File: config.mk
export PLATFORM = sky130hd
export DESIGN_NAME = uart_tx_arbiter
export DESIGN_NICKNAME = d
export VERILOG_FILES = /design/src/rtl/uart_pkg.sv /design/src/rtl/uart_rr_picker.sv /design/src/rtl/uart_tx_arbiter.sv
export SDC_FILE = /design/constraint.sdc
export NUM_CORES = 1
export LEC_CHECK = 0
export CORE_MARGIN = 5
export CORE_UTILIZATION = 47
export DETAILED_ROUTE_END_ITERATION = 8
export PLACE_DENSITY = 0.79
export SLEW_MARGIN = 20
export SYNTH_ARGS = -nofsm -noshare
export SYNTH_HDL_FRONTEND = slang
export SYNTH_SLANG_ARGS = --single-unit
File: constraint.sdc
create_clock -name clk -period 1.85 [get_ports clk]
set_input_delay 0.185 -clock clk [delete_from_list [all_inputs] [get_ports clk]]
set_output_delay 0.185 -clock clk [all_outputs]
set_load 0.03 [all_outputs]
File: src/rtl/uart_pkg.sv
// Shared UART types and constants: arbiter FSM state encoding and the ASCII
// codes used for message framing and requester tags.
package uart_pkg;

  typedef enum logic [1:0] {
    ARB_IDLE = 2'd0,
    ARB_TAG  = 2'd1,
    ARB_SEND = 2'd2
  } uart_arb_state_t;

  localparam logic [7:0] ASCII_LF   = 8'h0A;
  localparam logic [7:0] ASCII_ZERO = 8'h30;

endpackage

File: src/rtl/uart_rr_picker.sv
// Combinational round-robin picker: first asserted request at or above rr_ptr,
// wrapping around to index 0.
module uart_rr_picker #(
  parameter int NREQ = 2
) (
  input  logic [NREQ-1:0]         req,
  input  logic [$clog2(NREQ)-1:0] rr_ptr,
  output logic                    found,
  output logic [$clog2(NREQ)-1:0] index
);

  localparam int IW = $clog2(NREQ);

  logic [IW-1:0] cand;

  // Scan from the farthest offset down so the nearest hit to rr_ptr wins.
  always_comb begin
    found = 1'b0;
    index = '0;
    cand  = '0;
    for (int k = NREQ - 1; k >= 0; k--) begin
      cand = IW'((int'(rr_ptr) + k) % NREQ);
      if (req[cand]) begin
        found = 1'b1;
        index = cand;
      end
    end
  end

endmodule

File: src/rtl/uart_tx_arbiter.sv
// Message-granular round-robin arbiter in front of the UART TX byte channel.
// Optional UART_ARB_TAG_EN: emit an ASCII requester tag ("0"+id) at the start of each grant.
module uart_tx_arbiter
  import uart_pkg::*;
#(
  parameter int         NREQ         = 2,
  parameter logic [7:0] EOM_BYTE     = ASCII_LF,
  parameter int         LOCK_TIMEOUT = 1024
) (
  input  logic                    clk,
  input  logic                    Rst,
  input  logic [NREQ-1:0]         req_valid,
  input  logic [8*NREQ-1:0]       req_data,
  output logic [NREQ-1:0]         req_ready,
  input  logic                    tx_full,
  output logic                    tx_wen,
  output logic [7:0]              uart_din,
  output logic [$clog2(NREQ)-1:0] grant_id,
  output logic                    busy
);

  localparam int IW = $clog2(NREQ);
  localparam int TW = $clog2(LOCK_TIMEOUT);

  uart_arb_state_t state_reg, state_next;
  logic [IW-1:0]   rr_ptr_reg, rr_ptr_next;
  logic [IW-1:0]   grant_reg, grant_next;
  logic            busy_reg, busy_next;
  logic [TW-1:0]   timer_reg, timer_next;
  logic            wen_reg, wen_next;
  logic [7:0]      din_reg, din_next;

  logic            found;
  logic [IW-1:0]   pick_idx;
  logic            can_write;
  logic            accept;
  logic [7:0]      grant_byte;
  logic [IW-1:0]   ptr_after;

  uart_rr_picker #(.NREQ(NREQ)) u_picker (
    .req    (req_valid),
    .rr_ptr (rr_ptr_reg),
    .found  (found),
    .index  (pick_idx)
  );

  // A byte may only be taken when nothing is waiting to be strobed out.
  assign can_write  = ~tx_full & ~wen_reg;
  assign grant_byte = req_data[{grant_reg, 3'b000} +: 8];
  assign accept     = (state_reg == ARB_SEND) & can_write & req_valid[grant_reg];
  assign ptr_after  = (grant_reg == IW'(NREQ - 1)) ? '0 : grant_reg + 1'b1;

  generate
    for (genvar gi = 0; gi < NREQ; gi++) begin : g_ready
      assign req_ready[gi] = (state_reg == ARB_SEND) && (grant_reg == IW'(gi)) && can_write;
    end
  endgenerate

  always_comb begin
    state_next  = state_reg;
    rr_ptr_next = rr_ptr_reg;
    grant_next  = grant_reg;
    busy_next   = busy_reg;
    timer_next  = timer_reg;
    wen_next    = 1'b0;
    din_next    = din_reg;
    case (state_reg)
      ARB_IDLE: begin
        if (found) begin
          grant_next = pick_idx;
          busy_next  = 1'b1;
          timer_next = '0;
`ifdef UART_ARB_TAG_EN
          state_next = ARB_TAG;
`else
          state_next = ARB_SEND;
`endif
        end
      end
`ifdef UART_ARB_TAG_EN
      // Timer stays frozen while the tag byte waits for room downstream.
      ARB_TAG: begin
        if (can_write) begin
          wen_next   = 1'b1;
          din_next   = ASCII_ZERO + 8'(grant_reg);
          state_next = ARB_SEND;
        end
      end
`endif
      ARB_SEND: begin
        if (accept) begin
          wen_next   = 1'b1;
          din_next   = grant_byte;
          timer_next = '0;
          if (grant_byte == EOM_BYTE) begin
            state_next  = ARB_IDLE;
            busy_next   = 1'b0;
            rr_ptr_next = ptr_after;
          end
        end else if (timer_reg == TW'(LOCK_TIMEOUT - 1)) begin
          state_next  = ARB_IDLE;
          busy_next   = 1'b0;
          rr_ptr_next = ptr_after;
        end else begin
          timer_next = timer_reg + 1'b1;
        end
      end
      default: state_next = ARB_IDLE;
    endcase
  end

  always_ff @(posedge clk or negedge Rst) begin
    if (!Rst) begin
      state_reg  <= ARB_IDLE;
      rr_ptr_reg <= '0;
      grant_reg  <= '0;
      busy_reg   <= 1'b0;
      timer_reg  <= '0;
      wen_reg    <= 1'b0;
      din_reg    <= '0;
    end else begin
      state_reg  <= state_next;
      rr_ptr_reg <= rr_ptr_next;
      grant_reg  <= grant_next;
      busy_reg   <= busy_next;
      timer_reg  <= timer_next;
      wen_reg    <= wen_next;
      din_reg    <= din_next;
    end
  end

  assign tx_wen   = wen_reg;
  assign uart_din = din_reg;
  assign grant_id = grant_reg;
  assign busy     = busy_reg;

endmodule
# Word level (Yosys, flattened, before mapping)
# Index checks and enable logic that the tools add are counted.
[classes]
addsub = 3
n_lt_le_gt_ge = 3
n_eq_ne = 8
shift = 1
n_mux = 30
bitwise = 6
n_reduce_logical = 13
[op_table]
columns = ["cell", "count"]
rows = [
  ["10-bit 2-to-1 mux", 3],
  ["1-bit 2-to-1 mux", 20],
  ["10-bit one-hot mux with 2 select lines", 1],
  ["16-bit by 5-bit indexed part select with 8-bit output", 1],
  ["10-bit by 1-bit adder with 10-bit output, second input constant", 1],
  ["10-bit equality test, second input constant", 1],
  ["3-bit AND reduction", 3],
  ["8-bit by 4-bit equality test with 1-bit output, second input constant", 1],
  ["2-bit 2-to-1 mux", 4],
  ["1-bit by 2-bit less-than comparator with 1-bit output, second input constant", 3],
  ["3-bit by 2-bit != test with 1-bit output, second input constant", 2],
  ["1-bit logical AND", 4],
  ["2-bit one-hot mux with 2 select lines", 1],
  ["2-bit AND reduction", 2],
  ["4-bit AND reduction", 1],
  ["2-bit nonzero test", 2],
  ["1-bit bitwise AND", 3],
  ["3-bit != test, second input constant", 1],
  ["1-bit NOT", 3],
  ["1-bit adder, second input constant", 2],
  ["2-bit equality test, second input constant", 1],
  ["2-bit logical NOT", 1],
  ["2-bit by 1-bit != test with 1-bit output, second input constant", 1],
  ["2-bit != test, second input constant", 1],
  ["1-bit one-hot mux with 2 select lines", 1],
]
[word_totals]
reg_bits = 24
output_inout_bits = 13

# Depth between registers and ports, before layout
# Gate-level depths: netlist (run 1).
[logic_depth]
word_depth = 7
ltp_mapped = 6
ltp_nobuf = 5

# By module
# A second synthesis (run 1) with hierarchy kept.
[hier_totals]
hier_cells = 117
hier_area_um2 = 1152.4
[by_module_without_submodules]
columns = ["module", "instances", "cells_each", "area_each_um2", "seq_area_each_um2"]
rows = [
  ["uart_tx_arbiter", 1, 114, 1134.8, 550.5],
  ["uart_rr_picker", 1, 3, 17.5, 0.0],
]

# Least setup slack after synthesis (run 1)
# Ideal clock, no wire load.
[synth_path]
path_type = "register to register"
start = "register grant_reg (netlist: grant_id)"
end = "register rr_ptr_reg"
arrival_time_ns = 2.313
required_ns = 1.768
setup_slack_ns = -0.546
stages_incl_launch_ff = 6
n_path_buf = 1
cell_sequence = "dfrtp_1 buf_4 nor4b_1 nand4_1 o211ai_1 mux2i_1"
[synth_between]
elab_chain_len = 5
elab_cells_between_ends = 13
[synth_lines]
columns = ["item", "line_no", "rtl"]
rows = [
  ["start, declared", "uart_tx_arbiter.sv:27", "logic [IW-1:0] grant_reg, grant_next;"],
  ["start signal, assigned", "uart_tx_arbiter.sv:124", "grant_reg <= grant_next;"],
  ["branches (longest 5 deep; another with 16-bit by 5-bit indexed part select with 8-bit output)", "n/a", ""],
  ["end signal, assigned", "uart_tx_arbiter.sv:123", "rr_ptr_reg <= rr_ptr_next;"],
  ["end, declared", "uart_tx_arbiter.sv:26", "logic [IW-1:0] rr_ptr_reg, rr_ptr_next;"],
]
# Parallel ways; which one is timed is not known. The select of a mux whose other input is x is not followed.
# A chain may end at the register's enable or synchronous reset.

# Final worst setup path (run 1)
[layout_path]
start = "register timer_reg[0]"
end = "register timer_reg[7]"
[layout_between]
elab_chain_len = 4
elab_cells_between_ends = 7
[layout_lines]
columns = ["item", "line_no", "rtl"]
rows = [
  ["start, declared", "uart_tx_arbiter.sv:29", "logic [TW-1:0] timer_reg, timer_next;"],
  ["start signal, assigned", "uart_tx_arbiter.sv:126", "timer_reg <= timer_next;"],
  ["10-bit by 1-bit adder with 10-bit output", "uart_tx_arbiter.sv:105", "timer_next = timer_reg + 1'b1;"],
  ["10-bit 2-to-1 mux", "uart_tx_arbiter.sv:100", "end else if (timer_reg == TW'(LOCK_TIMEOUT - 1)) begin"],
  ["10-bit 2-to-1 mux", "uart_tx_arbiter.sv:91", "if (accept) begin"],
  ["10-bit one-hot mux with 2 select lines", "uart_tx_arbiter.sv:67", "case (state_reg)"],
]
# Parallel ways exist; a longest one is shown, timed or not. The select of a mux whose other input is x is not followed.

==> run metrics, run 1 <==
Avg WL per Cell=approximately 16 µm; # setup viols final=0; antenna violations before repair=0; final hold violations=0; max reg flops=10; total grt overflow=0; flops & latches, synth=22; crit path DAT=about 2.0 ns; die footprint=between 0.003 and 0.004 mm²; commonest cells in the netlist=dfrtp_1 (22), a21oi_1 (17), nor2_1 (10); worst-skew pair later-pin latency=~0.32 ns; RePlAce Congestion=~0.82; vias=~1,200; All-Layer GR Usage=0.187; RSZ-0062 raised after global routing=yes; Initial Util=0.490; Gate Count Post-Synth=120; share of layout cells above drive strength 1=0.160; largest net degree at the start of global routing=23; Final Util=0.690; outcome=finished clean; WHS=roughly 0.20 ns; # DRC=0; ys flop type=dfrtp_1; post-DR vias/cell=between 6 and 7; Worst Skew=roughly 0.016 ns; leakage power=a little over 0.7 nW; worst-path fanout max=5; max cap viols=0; CTS buffer count=3; ranking of synthesized cells by area=dfrtp_1 (45%), mux2i_1 (7.4%), a21oi_1 (7.0%); dpl hpwl=about 2400 µm; CP Launch Type=register; PortBufs=33; number of H-tree levels=1; period utilization=0.947; Antenna Violating Nets Remaining=0; n_diodes=0; first-pass GRT wire length=5240 µm; asr flop ratio synth=1.00; Synth cell types=37; TritonCTS clock tree=yes; count leader, synth=dfrtp_1; Core Box Area=between 0.002 and 0.0025 mm²; # rows=18; clock root cell=clkbuf_4; largest area contributor in the synthesized netlist=dfrtp_1; Post-DP Area=roughly 0.0017 mm²; synthesis-to-finish area growth=40.9%; Hold Crit Class=in2async; Worst setup EP type=register; Crit path required time=approximately 2.1 ns; Max Slew Vio Count=0; Avg Cell Area, Syn=between 10 and 15 µm²; number of global-route vias before repair=1,217; peak supply drop=937 µV; Synth Warn #=0; Die X=60.8 µm; Setup Crit Path Kind=reg2reg; Post-CTS Hold Fix Bufs=0; I/O Pins=34; Die H=between 60 and 70 µm; clk buf depth=2; clock-pin slew on the worst setup and hold paths=0.13 ns; Max Fclk=around 570 MHz; Final nets=around 190; syn_nets=about 140; clock sink count=22; Finished Cell Area=0.00171 mm²; Tmin final=roughly 1.8 ns; Post-synth EDFFs=0; DRT Pass-1 Iters=5; final WL=3160 µm; Post-Syn Area=between 0.001 and 0.0015 mm²; pwr/cell area=between 1000 and 1500 mW/mm²; relative slew slack=0.709; Worst Max-Slew Pin Slew=between 0.4 and 0.5 ns; initial drt markers=57; Yosys top cell area share=0.454; Seq/Total Area, Yosys=0.454
## power by group
group | leakage [nW] | total [W] | internal [W] | switching [W]
clock | 0.0279 | 0.000370 | 0.000219 | 0.000150
sequential | 0.267 | 0.000778 | 0.000625 | 0.000153
combinational | 0.425 | 0.00121 | 0.000557 | 0.000653
## timing repair
| item | 4_1_cts | 5_1_grt |
|---|---|---|
| endpoints found under the setup margin | 1 | 4 |
| buffers inserted | 0 | 0 |
| resized for setup | 1 | 1 |
| endpoints found under the hold margin | 0 | 0 |
## worst max-delay path, cell delays in order, from the launching register on
cell and delay (ns):
dfrtp_1 0.45, ha_1 0.24, nand3_1 0.11, buf_4 0.17, o31ai_1 0.36, o21ai_0 0.16, a21oi_1 0.20
## layout make-up
type / instances / area [µm²]
Multi-Input combinational cell: 92 / 658
Timing Repair Buffer: 43 / 403
Clock inverter: 1 / 30.0
Inverter: 2 / 7.51
Tap cell: 30 / 37.5
Sequential cell: 22 / 552
Fill cell: 187 / 767
Clock buffer: 3 / 22.5
## placed cells by master, fill, tap and decap left out, types with 3 or more instances in the layout
cell type	instances
a21oi_1	17
a31oi_1	5
buf_4	12
clkbuf_4	3
clkdlybuf4s50_1	30
dfrtp_1	21
mux2i_1	9
nand2_1	8
nand3_1	3
nand4_1	3
nor2_1	10
nor3_1	3
o21ai_0	5
## path summary, 6_finish.rpt
check | slack, ns | cells after the start | to | from
worst max register to register | 0.1 | 6 | timer_reg[7] | timer_reg[0]
worst max-delay path | 0.1 | 6 | timer_reg[7] | timer_reg[0]
max in group asynchronous | 1.40 | 2 | timer_reg[5] | Rst
worst min-delay path | 0.20 | 2 | uart_din[3] | Rst
min in group clk | 0.52 | 3 | uart_din[3] | req_data[11]
worst min register to register | 0.53 | 2 | rr_ptr_reg | rr_ptr_reg
## cell families (layout without fill, tap and decap cells)
logic type | count (synthesis) | after routing | synth area share
flops | 22 | 22 | 0.454
simple gates | 40 | 40 | 0.191
mux | 10 | 10 | 0.0928
compound gates | 41 | 41 | 0.224
fa+ha+maj | 1 | 1 | 0.0103
buf+inv | 6 | 49 | 0.0289
## metal layers
layer  share of wire  global-route usage
met1            0.41               0.207
met2            0.52               0.336
met3           0.055              0.0553
met4           0.012              0.0712
met5               0                   0
## per-stage QoR
step	instances	TNS (ns)	power, W	setup slack, ns
CTS	193	0	0.00237	0.0487
detailed placement	189	0	0.00200	0.0643
floorplan	120	0	0.00155	0.0493
global placement	189	0	0.00196	0.148
global route	193	-0.104	0.00249	-0.0385
finish	193	0	0.00236	0.0973
No activity file was read; power rests on OpenSTA's default activity.
==> run 2, diff against run 1 <==
- CAP_MARGIN: default -> 20
- SETUP_SLACK_MARGIN: default -> 0.5
==> run metrics, run 2 (same netlist as run 1, synthesis figures left out) <==
outcome=finished clean (unchanged); Tmin final=1.74 ns (was 1.75 ns); commonest cells after routing, fill and taps aside=buf_4 (31), clkdlybuf4s50_1 (19), dfrtp_1 (17) (was clkdlybuf4s50_1 (30), dfrtp_1 (21), a21oi_1 (17)); I/O Pins=34 (unchanged); Switch Pwr=0.00132 W (was 0.000957 W); peak supply drop=1230 µV (was 937 µV); leakage power=0.898 nW (was 0.720 nW); Gate power share=0.599 (was 0.513); clock root cell=clkbuf_4 (unchanged); Crit path required time=2.06 ns (was 2.10 ns); Hold Crit Class=in2async (unchanged); All-Layer GR Usage=0.227 (was 0.187); fillers=104 (was 187); dpl hpwl=2330 µm (was 2440 µm); number of global-route vias before repair=1,290 (was 1,217); Die H=60.8 µm (unchanged); max cap viols=0 (unchanged); antenna violations before repair=0 (unchanged); clock-pin slew on the worst setup and hold paths=0.13 ns (about the same); Max Fclk=576 MHz (was 571 MHz); Post-CTS Hold Fix Bufs=0 (unchanged); Total Power=0.00302 W (was 0.00236 W); DRT Pass-1 Iters=4 (was 5); WHS=0.181 ns (was 0.204 ns); Total Neg Setup Slack=0 ns (unchanged); Finished Cell Area=0.00216 mm² (was 0.00171 mm²); n_diodes=0 (unchanged); clk buf depth=2 (unchanged); Avg WL per Cell=22.4 µm (was 16.3 µm); Switching Fraction=0.437 (was 0.406); CTS buffer count=3 (unchanged); # rows=18 (unchanged); Initial Util=0.490 (unchanged); # setup viols final=0 (unchanged); final hold violations=0 (unchanged); Post-DP Area=0.00169 mm² (was 0.00165 mm²); Worst setup EP type=register (unchanged); total grt overflow=0 (unchanged); Power Internal=0.00170 W (was 0.00140 W); RSZ-0062 raised after global routing=yes (unchanged); pwr/cell area=1400 mW/mm² (was 1380 mW/mm²); crit path DAT=1.94 ns (was 2.00 ns); Die X=60.8 µm (unchanged); Crit. Startpoint=timer_reg[0] (unchanged); max reg flops=10 (unchanged); Reg-to-Reg Start=timer_reg[0] (unchanged); Worst Skew=0.00282 ns (was 0.0163 ns); largest net degree at the start of global routing=23 (unchanged); initial drt markers=136 (was 57); Final nets=216 (was 186); TritonCTS clock tree=yes (unchanged); Antenna Violating Nets Remaining=0 (unchanged); CP Launch Type=register (unchanged); # DRC=0 (unchanged); Core Box Area=0.00248 mm² (unchanged); clock power share=0.130 (was 0.157); PortBufs=33 (unchanged); vias=1,452 (was 1,160); post-DR vias/cell=6.51 (was 6.01); Seq pwr share=0.272 (was 0.330); worst-skew pair later-pin latency=0.34 ns (was 0.32 ns); share of layout cells above drive strength 1=0.482 (was 0.160); relative slew slack=0.616 (was 0.709); most common cell after layout, fill and taps aside=buf_4 (was clkdlybuf4s50_1); Worst Max-Slew Pin Slew=0.570 ns (was 0.432 ns); synthesis-to-finish area growth=77.9% (was 40.9%); Setup Crit Path Kind=reg2reg (unchanged); die footprint=0.00370 mm² (unchanged); Max Slew Vio Count=0 (unchanged); first-pass GRT wire length=6090 µm (was 5240 µm); period utilization=0.939 (was 0.947); clock sink count=22 (unchanged); worst-path fanout max=4 (was 5); number of H-tree levels=1 (unchanged); RePlAce Congestion=0.893 (was 0.822); final WL=5000 µm (was 3160 µm)
run 2: changes by cell type in the layout (fill, tap and decap cells not counted), sizes merged:
cell           change
buf               +30
clkdlybuf4s50     -11
dlygate4sd2        +6
clkbuf             +3
clkdlybuf4s15      +2
dlymetal6s2s       -1
o31a               +1
run 2: cell type report:
cell class / count / area (µm²) / share of cell area
Inverter: 2 / 7.51 / 0.00348
Timing Repair Buffer: 72 / 647 / 0.300
Tap cell: 30 / 37.5 / 0.0174
Multi-Input combinational cell: 93 / 858 / 0.397
Sequential cell: 22 / 557 / 0.258
Clock buffer: 3 / 22.5 / 0.0104
Clock inverter: 1 / 30.0 / 0.0139
run 2: repair_timing:
| action | in CTS | in global routing |
|---|---|---|
| gates cloned | 1 | 1 |
| resized for setup | 40 | 33 |
| pin swaps | 9 | 16 |
| endpoints found under the setup margin | 31 | 28 |
| buffers inserted | 15 | 14 |
run 2: through the flow:
stage          std cells   util  setup slack (ns)
5_1_grt              223  0.872            0.0728
3_5_place_dp         188  0.682             0.131
3_3_place_gp         188  0.682             0.166
2_1_floorplan        120      -             0.210
4_1_cts              208  0.787             0.270
6_report             223  0.872             0.113
run 2: routing by layer:
| metal | GRT usage | wire, µm | vias to the layer above |
|---|---|---|---|
| met5 | 0 | 0 | - |
| met3 | 0.0638 | 515 | 27 |
| met4 | 0.118 | 230 | 0 |
| li1 | - | - | 621 |
| met2 | 0.371 | 2410 | 126 |
| met1 | 0.272 | 1850 | 678 |
run 2: power groups by stage:
stage | clock network, W | logic (W) | registers [W]
CTS | 0.000382 | 0.00149 | 0.000789
floorplan | 0 | 0.000654 | 0.000988
finish | 0.000391 | 0.00180 | 0.000819
global placement | 0 | 0.00125 | 0.000772
global route | 0.000413 | 0.00188 | 0.000835
detailed placement | 0 | 0.00128 | 0.000784
run 2: final timing paths:
check                      cells past startpoint           end  slack, ns
setup / recovery                               8  timer_reg[7]       0.11
hold / removal                                 2  timer_reg[2]       0.18
setup reg to reg                               8  timer_reg[7]       0.11
hold reg to reg                                2   uart_din[1]       0.54
max in group asynchronous                      2  timer_reg[5]       1.42
min in group clk                               3   uart_din[4]       0.52
run 2: worst max-delay path: stages, from the launching register on:
cell	delay, ns
dfrtp_1	0.43
buf_4	0.14
buf_6	0.08
buf_4	0.11
buf_6	0.11
and4_4	0.26
o31ai_4	0.10
o21ai_0	0.24
a21oi_1	0.14
